<file path="src/rtl/sha256_msg_padder_pkg.sv">
// Shared constants for the SHA-256 message padder: FSM encodings, block geometry
// and the padding/length field layout.
package sha256_msg_padder_pkg;
   localparam int BLK_WORDS   = 16;
   localparam int BYTE_LANES  = 4;
   localparam int LEN_FIELD_W = 64;
   localparam int CNT_EXT_W   = LEN_FIELD_W - 3;
   localparam int LEN_WORD_HI = 14;
   localparam int LEN_WORD_LO = 15;
   localparam logic [7:0] PAD_BYTE = 8'h80;

   localparam logic [2:0] ST_IDLE = 3'd0;
   localparam logic [2:0] ST_FILL = 3'd1;
   localparam logic [2:0] ST_EMIT = 3'd2;
   localparam logic [2:0] ST_PAD  = 3'd3;
   localparam logic [2:0] ST_LEN  = 3'd4;

   // Byte count to the 64-bit bit-length field appended at the end of the message.
   function automatic logic [LEN_FIELD_W-1:0] bit_len(input logic [CNT_EXT_W-1:0] bytes);
      return {bytes, 3'b000};
   endfunction
endpackage

</file>
<file path="src/rtl/sha256_msg_padder_if.sv">
// Byte-stream input and word-serial block output of the padder, in one bundle.
interface sha256_msg_padder_if;
   logic        in_valid;
   logic [7:0]  in_data;
   logic        in_last;
   logic        in_keep;
   logic        in_ready;
   logic        blk_valid;
   logic        blk_ready;
   logic [31:0] blk_word;
   logic [3:0]  blk_idx;
   logic        blk_sof;
   logic        blk_eom;

   modport master (output in_valid, in_data, in_last, in_keep, blk_ready,
                   input  in_ready, blk_valid, blk_word, blk_idx, blk_sof, blk_eom);
   modport slave  (input  in_valid, in_data, in_last, in_keep, blk_ready,
                   output in_ready, blk_valid, blk_word, blk_idx, blk_sof, blk_eom);
endinterface

</file>
<file path="src/rtl/sha256_blk_buf.sv">
// 16x32 block buffer: byte-strobed word write, dedicated length-field write to
// words 14/15, single read port and whole-buffer clear.
module sha256_blk_buf
   import sha256_msg_padder_pkg::*;
(
   input  logic                   clk,
   input  logic                   rst_n,
   input  logic                   clr,
   input  logic                   wr_en,
   input  logic [3:0]             wr_idx,
   input  logic [BYTE_LANES-1:0]  wr_be,
   input  logic [31:0]            wr_data,
   input  logic                   len_we,
   input  logic [LEN_FIELD_W-1:0] len_data,
   input  logic [3:0]             rd_idx,
   output logic [31:0]            rd_data
);
   logic [BLK_WORDS-1:0][31:0] mem;

   for (genvar w = 0; w < BLK_WORDS; w++) begin : g_word
      localparam bit IS_LEN = (w == LEN_WORD_HI) || (w == LEN_WORD_LO);
      localparam int LEN_OFS = (w == LEN_WORD_HI) ? 32 : 0;
      for (genvar l = 0; l < BYTE_LANES; l++) begin : g_lane
         logic [7:0] b;
         always_ff @(posedge clk or negedge rst_n) begin
            if (!rst_n)                                     b <= 8'h00;
            else if (clr)                                   b <= 8'h00;
            else if (IS_LEN && len_we)                      b <= len_data[LEN_OFS+8*l +: 8];
            else if (wr_en && wr_idx == 4'(w) && wr_be[l])  b <= wr_data[8*l +: 8];
         end
         assign mem[w][8*l +: 8] = b;
      end
   end

   assign rd_data = mem[rd_idx];
endmodule

</file>
<file path="src/rtl/sha256_msg_padder.sv">
// SHA-256 front end: packs bytes big-endian into a block buffer, appends FIPS 180-4
// padding and bit length, and streams 512-bit blocks out one word per beat.
module sha256_msg_padder
   import sha256_msg_padder_pkg::*;
#(
   parameter int LEN_W = 32
) (
   input  logic               clk,
   input  logic               rst_n,
   sha256_msg_padder_if.slave bus
);
   logic [2:0]       state, emit_next;
   logic [5:0]       pos;
   logic [LEN_W-1:0] count;
   logic [3:0]       emit_idx, pad_widx, pad_lim, wr_idx;
   logic             final_blk, sof_pend, pad_first, pad_long;
   logic             in_acc, emit_acc, blk_done, pad_fits, pad_end, long_now, wr_en;
   logic [3:0]       wr_be;
   logic [31:0]      wr_data, rd_data;

   assign bus.in_ready  = rst_n && (state == ST_IDLE || state == ST_FILL);
   assign in_acc        = bus.in_valid && bus.in_ready;
   assign bus.blk_valid = (state == ST_EMIT);
   assign emit_acc      = bus.blk_valid && bus.blk_ready;
   assign blk_done      = emit_acc && emit_idx == 4'd15;
   assign bus.blk_word  = bus.blk_valid ? rd_data : 32'h0;
   assign bus.blk_idx   = emit_idx;
   assign bus.blk_sof   = bus.blk_valid && sof_pend && emit_idx == 4'd0;
   assign bus.blk_eom   = bus.blk_valid && final_blk && emit_idx == 4'd15;

   // The 0x80 cycle decides whether the length still fits; later cycles reuse that decision.
   assign pad_fits = (pos <= 6'd55);
   assign long_now = pad_first ? !pad_fits : pad_long;
   assign pad_lim  = long_now ? 4'd15 : 4'd13;
   assign pad_end  = (state == ST_PAD) && ((pad_first ? pos[5:2] : pad_widx) == pad_lim);

   always_comb begin
      wr_en   = 1'b0;
      wr_idx  = pos[5:2];
      wr_be   = 4'h0;
      wr_data = 32'h0;
      if (in_acc && bus.in_keep) begin
         wr_en   = 1'b1;
         wr_be   = 4'b1000 >> pos[1:0];
         wr_data = {4{bus.in_data}};
      end else if (state == ST_PAD) begin
         wr_en = 1'b1;
         if (pad_first) begin
            wr_be   = 4'b1111 >> pos[1:0];
            wr_data = {PAD_BYTE, 24'h0} >> {pos[1:0], 3'b000};
         end else begin
            wr_idx = pad_widx;
            wr_be  = 4'hF;
         end
      end
   end

   sha256_blk_buf u_buf (
      .clk     (clk),
      .rst_n   (rst_n),
      .clr     (blk_done),
      .wr_en   (wr_en),
      .wr_idx  (wr_idx),
      .wr_be   (wr_be),
      .wr_data (wr_data),
      .len_we  (state == ST_LEN),
      .len_data(bit_len(CNT_EXT_W'(count))),
      .rd_idx  (emit_idx),
      .rd_data (rd_data)
   );

   always_ff @(posedge clk or negedge rst_n) begin
      if (!rst_n) begin
         state     <= ST_IDLE;
         emit_next <= ST_IDLE;
         pos       <= '0;
         count     <= '0;
         emit_idx  <= '0;
         pad_widx  <= '0;
         final_blk <= 1'b0;
         sof_pend  <= 1'b0;
         pad_first <= 1'b0;
         pad_long  <= 1'b0;
      end else begin
         case (state)
            ST_IDLE, ST_FILL: begin
               // keep=0 without last is a dropped beat and changes nothing
               if (in_acc && (bus.in_keep || bus.in_last)) begin
                  if (state == ST_IDLE) sof_pend <= 1'b1;
                  pad_first <= 1'b1;
                  if (bus.in_keep) begin
                     count <= count + 1'b1;
                     pos   <= pos + 1'b1;
                  end
                  if (bus.in_keep && pos == 6'd63) begin
                     state     <= ST_EMIT;
                     emit_next <= bus.in_last ? ST_PAD : ST_FILL;
                  end else if (bus.in_last) state <= ST_PAD;
                  else                      state <= ST_FILL;
               end
            end
            ST_PAD: begin
               pad_first <= 1'b0;
               pad_long  <= long_now;
               pad_widx  <= (pad_first ? pos[5:2] : pad_widx) + 4'd1;
               if (pad_end) begin
                  if (long_now) begin
                     state     <= ST_EMIT;
                     emit_next <= ST_PAD;
                     pad_long  <= 1'b0;
                     pad_widx  <= 4'd0;
                  end else state <= ST_LEN;
               end
            end
            ST_LEN: begin
               state     <= ST_EMIT;
               emit_next <= ST_IDLE;
               final_blk <= 1'b1;
            end
            ST_EMIT: begin
               if (emit_acc) begin
                  emit_idx <= emit_idx + 4'd1;
                  if (emit_idx == 4'd0) sof_pend <= 1'b0;
                  if (blk_done) begin
                     state <= emit_next;
                     if (emit_next == ST_IDLE) begin
                        count     <= '0;
                        pos       <= '0;
                        final_blk <= 1'b0;
                     end
                  end
               end
            end
            default: state <= ST_IDLE;
         endcase
      end
   end
endmodule

</file>
<file path="src/flat_wrapper.sv">
// flat-port wrapper written by rule: the top's interface ports become plain ports
module sha256_msg_padder_flat import sha256_msg_padder_pkg::*;
#(
   parameter int LEN_W = 32
)
  (clk, rst_n, bus_in_valid, bus_in_data, bus_in_last, bus_in_keep, bus_blk_ready, bus_in_ready, bus_blk_valid, bus_blk_word, bus_blk_idx, bus_blk_sof, bus_blk_eom);
  sha256_msg_padder_if bus_i ();
  input  logic clk;
  input  logic rst_n;
  input wire logic [$bits(bus_i.in_valid)-1:0] bus_in_valid;
  input wire logic [$bits(bus_i.in_data)-1:0] bus_in_data;
  input wire logic [$bits(bus_i.in_last)-1:0] bus_in_last;
  input wire logic [$bits(bus_i.in_keep)-1:0] bus_in_keep;
  input wire logic [$bits(bus_i.blk_ready)-1:0] bus_blk_ready;
  output wire logic [$bits(bus_i.in_ready)-1:0] bus_in_ready;
  output wire logic [$bits(bus_i.blk_valid)-1:0] bus_blk_valid;
  output wire logic [$bits(bus_i.blk_word)-1:0] bus_blk_word;
  output wire logic [$bits(bus_i.blk_idx)-1:0] bus_blk_idx;
  output wire logic [$bits(bus_i.blk_sof)-1:0] bus_blk_sof;
  output wire logic [$bits(bus_i.blk_eom)-1:0] bus_blk_eom;
  assign bus_i.in_valid = bus_in_valid;
  assign bus_i.in_data = bus_in_data;
  assign bus_i.in_last = bus_in_last;
  assign bus_i.in_keep = bus_in_keep;
  assign bus_i.blk_ready = bus_blk_ready;
  assign bus_in_ready = bus_i.in_ready;
  assign bus_blk_valid = bus_i.blk_valid;
  assign bus_blk_word = bus_i.blk_word;
  assign bus_blk_idx = bus_i.blk_idx;
  assign bus_blk_sof = bus_i.blk_sof;
  assign bus_blk_eom = bus_i.blk_eom;
  sha256_msg_padder #(.LEN_W(LEN_W)) u_core (.clk(clk), .rst_n(rst_n), .bus(bus_i));
endmodule
</file>
<file path="config.mk">
export PLATFORM = sky130hd
export DESIGN_NAME = sha256_msg_padder_flat
export DESIGN_NICKNAME = d
export VERILOG_FILES = /design/src/rtl/sha256_msg_padder_pkg.sv /design/src/rtl/sha256_msg_padder_if.sv /design/src/rtl/sha256_blk_buf.sv /design/src/rtl/sha256_msg_padder.sv /design/src/flat_wrapper.sv
export SDC_FILE = /design/constraint.sdc
export NUM_CORES = 1
export LEC_CHECK = 0
export ABC_AREA = 1
export BUFFER_PORTS_ARGS = -buffer_cell sky130_fd_sc_hd__buf_4
export CORE_ASPECT_RATIO = 0.9
export CORE_MARGIN = 4
export CORE_UTILIZATION = 34
export DETAILED_ROUTE_END_ITERATION = 8
export GPL_TIMING_DRIVEN = 0
export SYNTH_ARGS = -nofsm -noshare
export SYNTH_HDL_FRONTEND = slang
export SYNTH_SLANG_ARGS = --single-unit
</file>
<file path="constraint.sdc">
create_clock -name clk -period 4.1 [get_ports clk]
set_input_delay 0.205 -clock clk [delete_from_list [all_inputs] [get_ports clk]]
set_output_delay 0.205 -clock clk [all_outputs]
set_load 0.005 [all_outputs]
</file>
==> impl_metrics.tcl, run 1 <==
set metrics [dict create \
    grt_pass1_wl_mm 189.0 \
    first_iter_violations 4295 \
    final_cell_mix "nand2_1 (1231), dfrtp_1 (566), nand3_1 (561)" \
    num_io_pins 54 \
    synth.avg_cell_area_sq_um 7.578 \
    syn-num-nets 3901 \
    tritoncts "yes" \
    seq_area_sq_um 14190 \
    cts_sinks 567 \
    stdcell_area_sq_um 33660 \
    worst_slew_margin_rel_pct 12.85 \
    dieHeight_microns 286.9 \
    drc 0 \
    worstPathRequired_ns 3.89 \
    dp.cells 5083 \
    yosysWarnings 0 \
    final_hold_viol_count 0 \
    worstHoldPathType "primary input to asynchronous set/reset pin" \
    path_max_fanout 10 \
    wl_per_cell_microns 25.29 \
    synthAdderAreaFrac_pct 0.3832 \
    dpl_cell_area_sq_um 31410 \
    skew_ns 0.03473 \
    clockRootBuffer "clkbuf_16" \
    clock_latency_ns 0.69 \
    synthFlopType "dfrtp_1" \
    synthCells 3878 \
    die-area_sq_um 91200 \
    cap_viol_max_count 0 \
    gr-total-overflow 0 \
    core_sq_um 85890 \
    finalCritPeriodShare_pct 101.8 \
    ant_nets 0 \
    final_common_cell "nand2_1" \
    die_w_microns 317.9 \
    crit_type "flip-flop to output pin" \
    htree_levels 2 \
    synth-xor-area-share_pct 0.2980 \
    synth-seq-cells 567 \
    synth_edf_count 0 \
    finalCriticalPeriod_ns 4.172 \
    cts.clk_slew.worst_paths_ns 0.06 \
    cts_buffer_depth 3 \
    violations "setup timing" \
    drt-total-wl_mm 131.7 \
    cellLeakagePower_nw 16.72 \
    slew_violations 0 \
    synth-simple-area-share_pct 34.10 \
    fillers 8948 \
    drtPass1Iterations 6 \
    fin_ws_ns -0.07224 \
    muxShareOfSynthArea_pct 0 \
    dpl.hpwl_mm 95.34 \
    synth_top_family_by_area "simple AND/OR/NAND/NOR gates" \
    port_buffers 53 \
    synth_compound_area_share_pct 10.96 \
    irDropWorstVdd_mv 0.4232 \
    yosysSeqAreaShare_pct 48.28 \
    multi_input_area_sq_um 13510 \
    startpoint_type "flip-flop" \
    postCtsSetupRepairBufs 0 \
    setup_viol 9 \
    cts_made_buffers 61 \
    avgViaCountPerCell 5.712 \
    routed-via-count 29740 \
    final_nets 4031 \
    grt_pass1_vias 27318 \
    async_reset_ff_share_pct 100.0 \
    timing.fmax_mhz 239.7 \
    synth_cell_types 39 \
    rsz0062_at_grt "false" \
    gp_congestion 0.9825 \
    area_growth_pct 14.53 \
    fin_cells 5207 \
    drive_gt1_share_pct 10.42 \
    worstPathArrival_ns 3.97 \
    grt_start_max_net_pins 112 \
    num_rows 102 \
    p_per_area_nw_per_um2 657.4 \
    initial_core_util_pct 34.21 \
    track_usage_pct 27.94 \
    status "finished, violations left" \
    tightest_slew_ns 1.307 \
    synth_area_sq_um 29390 \
    antenna_found_initial 3 \
    end_kind "output pin" \
]
worst max-delay path, stage by stage (launching register included):
cell and delay [ns]:
dfrtp_2 0.56, inv_1 0.19, buf_2 0.35, buf_1 0.78, nor2_1 0.06, o21ai_0 0.41
nand2_1 0.10, nand2_1 0.10, inv_1 0.04, a31oi_1 0.46, buf_4 0.22
layout make-up:
cell class                      count  share of cell area (%)
Tap cell                         1144                   4.253
Clock inverter                     23                  0.7584
Inverter                          187                   2.097
Antenna cell                        5                 0.03718
Buffer                            232                   3.227
Multi-Input combinational cell   2892                   40.13
Clock buffer                       90                   5.424
Sequential cell                   567                   42.16
Timing Repair Buffer               67                   1.915
where the power goes:
part	switching (mW)	total (mW)	internal, mW
sequential	0.553	6.65	6.10
clock	2.55	5.83	3.28
combinational	7.33	9.65	2.32
total	10.4	22.1	11.7
Yosys cell counts, types with 3 or more instances:
cell / count / area (sq um)
a21oi_1: 35 / 175.2
clkinv_2: 3 / 15.01
nor2_4: 13 / 146.4
nand3_4: 34 / 595.6
xor2_1: 9 / 78.83
buf_1: 20 / 75.07
nand3_1: 561 / 2808
dfrtp_1: 567 / 14190
nor2_1: 371 / 1393
nand4_1: 8 / 50.05
inv_1: 124 / 465.5
ha_1: 9 / 112.6
nor2_2: 3 / 18.77
clkbuf_1: 158 / 593.1
nand2_2: 35 / 219.0
o21ai_0: 361 / 1807
o21ai_1: 56 / 280.3
inv_2: 60 / 225.2
o22ai_1: 97 / 606.8
buf_6: 9 / 101.4
a31oi_1: 31 / 193.9
o21ai_2: 3 / 26.28
buf_2: 39 / 195.2
nand2_1: 1231 / 4621
nor3_1: 14 / 70.07
o21ai_4: 3 / 48.80
nand2_4: 6 / 67.56
cells by family (layout without fill, tap and decap cells):
| group | count (synthesis) | after routing |
|---|---|---|
| XOR/XNOR | 10 | 10 |
| AND/OR/NAND/NOR | 2279 | 2279 |
| buffers and inverters | 419 | 599 |
| flip-flops | 567 | 567 |
| adder cells (fa/ha/maj) | 9 | 9 |
| AO/OA/AOI/OAI | 594 | 594 |
| other | 0 | 5 |
worst paths after layout:
path | startpoint | to | slack (ns) | cells past startpoint
max reg2reg | u_core.state[1] | u_core.u_buf.g_word[4].g_lane[0].b[2] | 0.47 | 8
max in group asynchronous | rst_n | u_core.u_buf.g_word[5].g_lane[2].b[1] | 2.54 | 4
min in group clk | bus_in_data[0] | u_core.u_buf.g_word[0].g_lane[1].b[0] | 0.09 | 6
max | u_core.bus.blk_idx[0] | bus_blk_word[8] | -0.07 | 10
min | rst_n | u_core.count[23] | 0.02 | 2
min reg2reg | u_core.pad_widx[0] | u_core.pad_widx[0] | 0.49 | 1
sequential cells by signal, summed over array words and instances (netlist names):
register,cells
u_core.sof_pend,1
u_core.bus.blk_idx,4
u_core.state,3
u_core.pad_widx,4
u_core.pad_long,1
u_core.emit_next,2
u_core.pos,6
u_core.final_blk,1
u_core.u_buf.g_word.g_lane.b,512
u_core.count,32
u_core.pad_first,1
per-stage QoR:
| step | total power [mW] | TNS [ns] | hold slack (ns) | util (%) | worst slack, ns |
|---|---|---|---|---|---|
| after detailed placement | 15.84 | 0 | 0.1340 | 36.57 | 0.07577 |
| final | 22.13 | -0.3845 | 0.02446 | 39.19 | -0.07224 |
| after floorplan | 11.55 | 0 | -0.09059 | - | 2.154 |
| after CTS | 21.67 | 0 | 0.04304 | 39.12 | 0.002107 |
| after global placement | 15.80 | -5249.92 | 0.4758 | 36.34 | -6.455 |
| after global routing | 22.82 | 0 | 0.07532 | 39.17 | 0.003244 |
metal layers:
layer | routed length [microns] | track usage [%] | vias to the layer above
li1 | - | - | 13028
met1 | 55280 | 39.97 | 14461
met2 | 51880 | 38.09 | 1894
met3 | 17810 | 8.963 | 355
met4 | 6719 | 12.93 | 2
met5 | 13 | 0 | -
what timing repair did:
action,CTS,global route
gates cloned,0,0
endpoints found under the hold margin,267,0
hold buffers,6,0
setup endpoints to repair,32,10
gates resized for setup,25,19
No activity file was read; power rests on OpenSTA's default activity.
==> inputs of run 2 (changes only) <==
CORE_ASPECT_RATIO = 0.75   (was 0.9)
==> run 2 against run 1 <==
Clock skew grew 0.0024 ns. Flip-flop and latch count unchanged. Count of clock-buffer cells in the layout grew 5. Critical path type unchanged. Sequential power fell by 2%. Final area is 0.36% higher. The flow still finishes with violations (setup timing). Global-route usage decreased by 0.53 points. Highest routed layer is now met4. Non-clock buffer count up 11. Combinational power about the same. Fmax increased by 0.20%. Utilization is 0.20 points higher. Routed wire length is 1.1% lower. Via count about the same.
==> impl_metrics.tcl, run 2 (synthesized netlist as in run 1, its figures left out) <==
set metrics [dict create \
    final_common_cell "nand2_1" \
    worstPathArrival_ns 3.96 \
    fin_ws_ns -0.06400 \
    finalCriticalPeriod_ns 4.164 \
    p_per_area_nw_per_um2 647.7 \
    final_cell_mix "nand2_1 (1231), dfrtp_1 (566), nand3_1 (561)" \
    regMostFlops "u_core.u_buf.g_word.g_lane.b" \
    crit_type "flip-flop to output pin" \
    clockRootBuffer "clkbuf_16" \
    drtPass1Iterations 6 \
    cts.clk_slew.worst_paths_ns 0.07 \
    dpl.hpwl_mm 95.41 \
    antenna_found_initial 5 \
    first_iter_violations 4849 \
    grt_pass1_wl_mm 185.3 \
    dieHeight_microns 262.6 \
    hold_depth 5 \
    cts_buffer_depth 3 \
    wl_per_cell_microns 25.01 \
    worst_slew_margin_rel_pct 4.754 \
    track_usage_pct 27.41 \
    largest_reg_flops 512 \
    hold_path.startpoint "bus_in_data[2]" \
    skew_ns 0.03711 \
    drt-total-wl_mm 130.3 \
    grt_pass1_vias 26451 \
    final_hold_viol_count 0 \
    routed-via-count 29765 \
    num_io_pins 54 \
    hold_end "u_core.u_buf.g_word[10].g_lane[0].b[2]" \
    gr-total-overflow 0 \
    die-area_sq_um 91240 \
    tightest_slew_ns 1.423 \
    irDropWorstVdd_mv 0.3604 \
    critPathBufInv 5 \
    violations "setup timing" \
    core_sq_um 85760 \
    grt_start_max_net_pins 116 \
    area_growth_pct 14.95 \
    worstPathRequired_ns 3.89 \
    rsz0062_at_grt "false" \
    reg2reg_slack_ns 0.61 \
    cp_slowest_cell "dfrtp_4" \
    reg_top3 "u_core.u_buf.g_word.g_lane.b: 512 flops, u_core.count: 32 flops, u_core.pos: 6 flops" \
    startpoint_type "flip-flop" \
    worstReg2RegEnd "u_core.u_buf.g_word[3].g_lane[1].b[4]" \
    cellLeakagePower_nw 16.76 \
    gp_congestion 1.060 \
    slowest_delay_ns 0.61 \
    multi_input_area_sq_um 13550 \
    rr_startpoint "u_core.state[1]" \
    port_buffers 53 \
    drc 0 \
    seq_area_sq_um 14190 \
    cts_made_buffers 60 \
    num_rows 93 \
    tritoncts "yes" \
    end_kind "output pin" \
    worstHoldPathType "primary input to flip-flop" \
    final_nets 4041 \
    die_w_microns 347.5 \
    dp.cells 5076 \
    r2r_cells 8 \
    htree_levels 2 \
    total_power_mw 21.88 \
    avgViaCountPerCell 5.713 \
    cts_sinks 567 \
    path_max_fanout 10 \
    status "finished, violations left" \
    path_cells "buf_2 -> buf_2 -> buf_1 -> nor2_1 -> o22ai_1 -> nand2_1 -> nand2_1 -> inv_1 -> a31oi_2 -> buf_4" \
    fillers 8949 \
    initial_core_util_pct 34.27 \
    slew_violations 0 \
    clock_latency_ns 0.68 \
    finalCritPeriodShare_pct 101.6 \
    setup_viol 7 \
    timing.fmax_mhz 240.2 \
    drive_gt1_share_pct 10.52 \
    ant_nets 0 \
    path_delay_family "buffers and inverters" \
    post-place-ws_ns -1.540 \
    fin_cells 5210 \
    cap_viol_max_count 0 \
]
[run 2: changes by cell type in the layout (fill, tap and decap cells not counted), moves of 4 or more]
cell,delta
a31oi_1,-4
buf_16,+5
buf_4,+6
clkbuf_1,+9
clkbuf_8,-6
diode_2,-4
[run 2: per-layer routing]
| metal | wire length [microns] | vias to the layer above | track usage, % | part of all wire [%] |
|---|---|---|---|---|
| li1 | - | 13073 | - | - |
| met1 | 56730 | 14386 | 41.60 | 44 |
| met2 | 48060 | 2023 | 34.18 | 37 |
| met3 | 20630 | 283 | 11.58 | 16 |
| met4 | 4868 | 0 | 8.890 | 3.7 |
| met5 | 0 | - | 0 | 0 |
[run 2: through the flow]
| step | util, % | hold WS, ns | TNS, ns | instance area (sq um) |
|---|---|---|---|---|
| 2_1_floorplan | - | -0.09059 | 0 | 29390 |
| 5_1_grt | 39.39 | 0.05724 | 0 | 33780 |
| 3_5_place_dp | 36.57 | 0.2081 | -312.37 | 31360 |
| 3_3_place_gp | 36.39 | 0.4741 | -5375.49 | 31210 |
| 6_report | 39.39 | 0.03558 | -0.1048 | 33780 |
| 4_1_cts | 39.27 | 0.01970 | 0 | 33680 |
[run 2: final cells by class]
class / count / area share [%]
Sequential cell: 567 / 42.02
Multi-Input combinational cell: 2892 / 40.10
Clock buffer: 95 / 5.345
Tap cell: 1140 / 4.223
Buffer: 232 / 3.211
Timing Repair Buffer: 78 / 2.430
Inverter: 187 / 2.122
Clock inverter: 18 / 0.5408
Antenna cell: 1 / 0.007408
[run 2: worst max-delay path by stage]
stage	from	end	slack, ns	cells past startpoint
after floorplan	u_core.bus.blk_idx[0]	bus_blk_word[10]	2.15	8
after global placement	rst_n	u_core.u_buf.g_word[14].g_lane[0].b[0]	-6.92	9
after detailed placement	rst_n	u_core.u_buf.g_word[14].g_lane[0].b[0]	-1.54	12
after CTS	u_core.bus.blk_idx[0]	bus_blk_word[30]	0.02	9
after global routing	u_core.bus.blk_idx[0]	bus_blk_word[27]	0.009	10
final	u_core.bus.blk_idx[0]	bus_blk_word[27]	-0.06	10
[run 2: timing repair]
item / in CTS / in global routing
buffers inserted: 4 / 2
hold endpoints to repair: 73 / 0
setup endpoints to repair: 225 / 17
hold buffers: 13 / 0
resized for setup: 38 / 13
[run 2: tightest hold or removal path: stages]
cell     delay [ns]
buf_4          0.10
inv_1          0.05
nor2_2         0.14
nand2_1        0.11
nand2_1        0.05
[run 2: report_power, final]
part | internal, mW | switching, mW | leakage [nW]
registers | 6.10 | 0.412 | 7.87
logic | 2.34 | 7.33 | 7.91
clock network | 3.20 | 2.49 | 0.982
total | 11.6 | 10.2 | 16.8
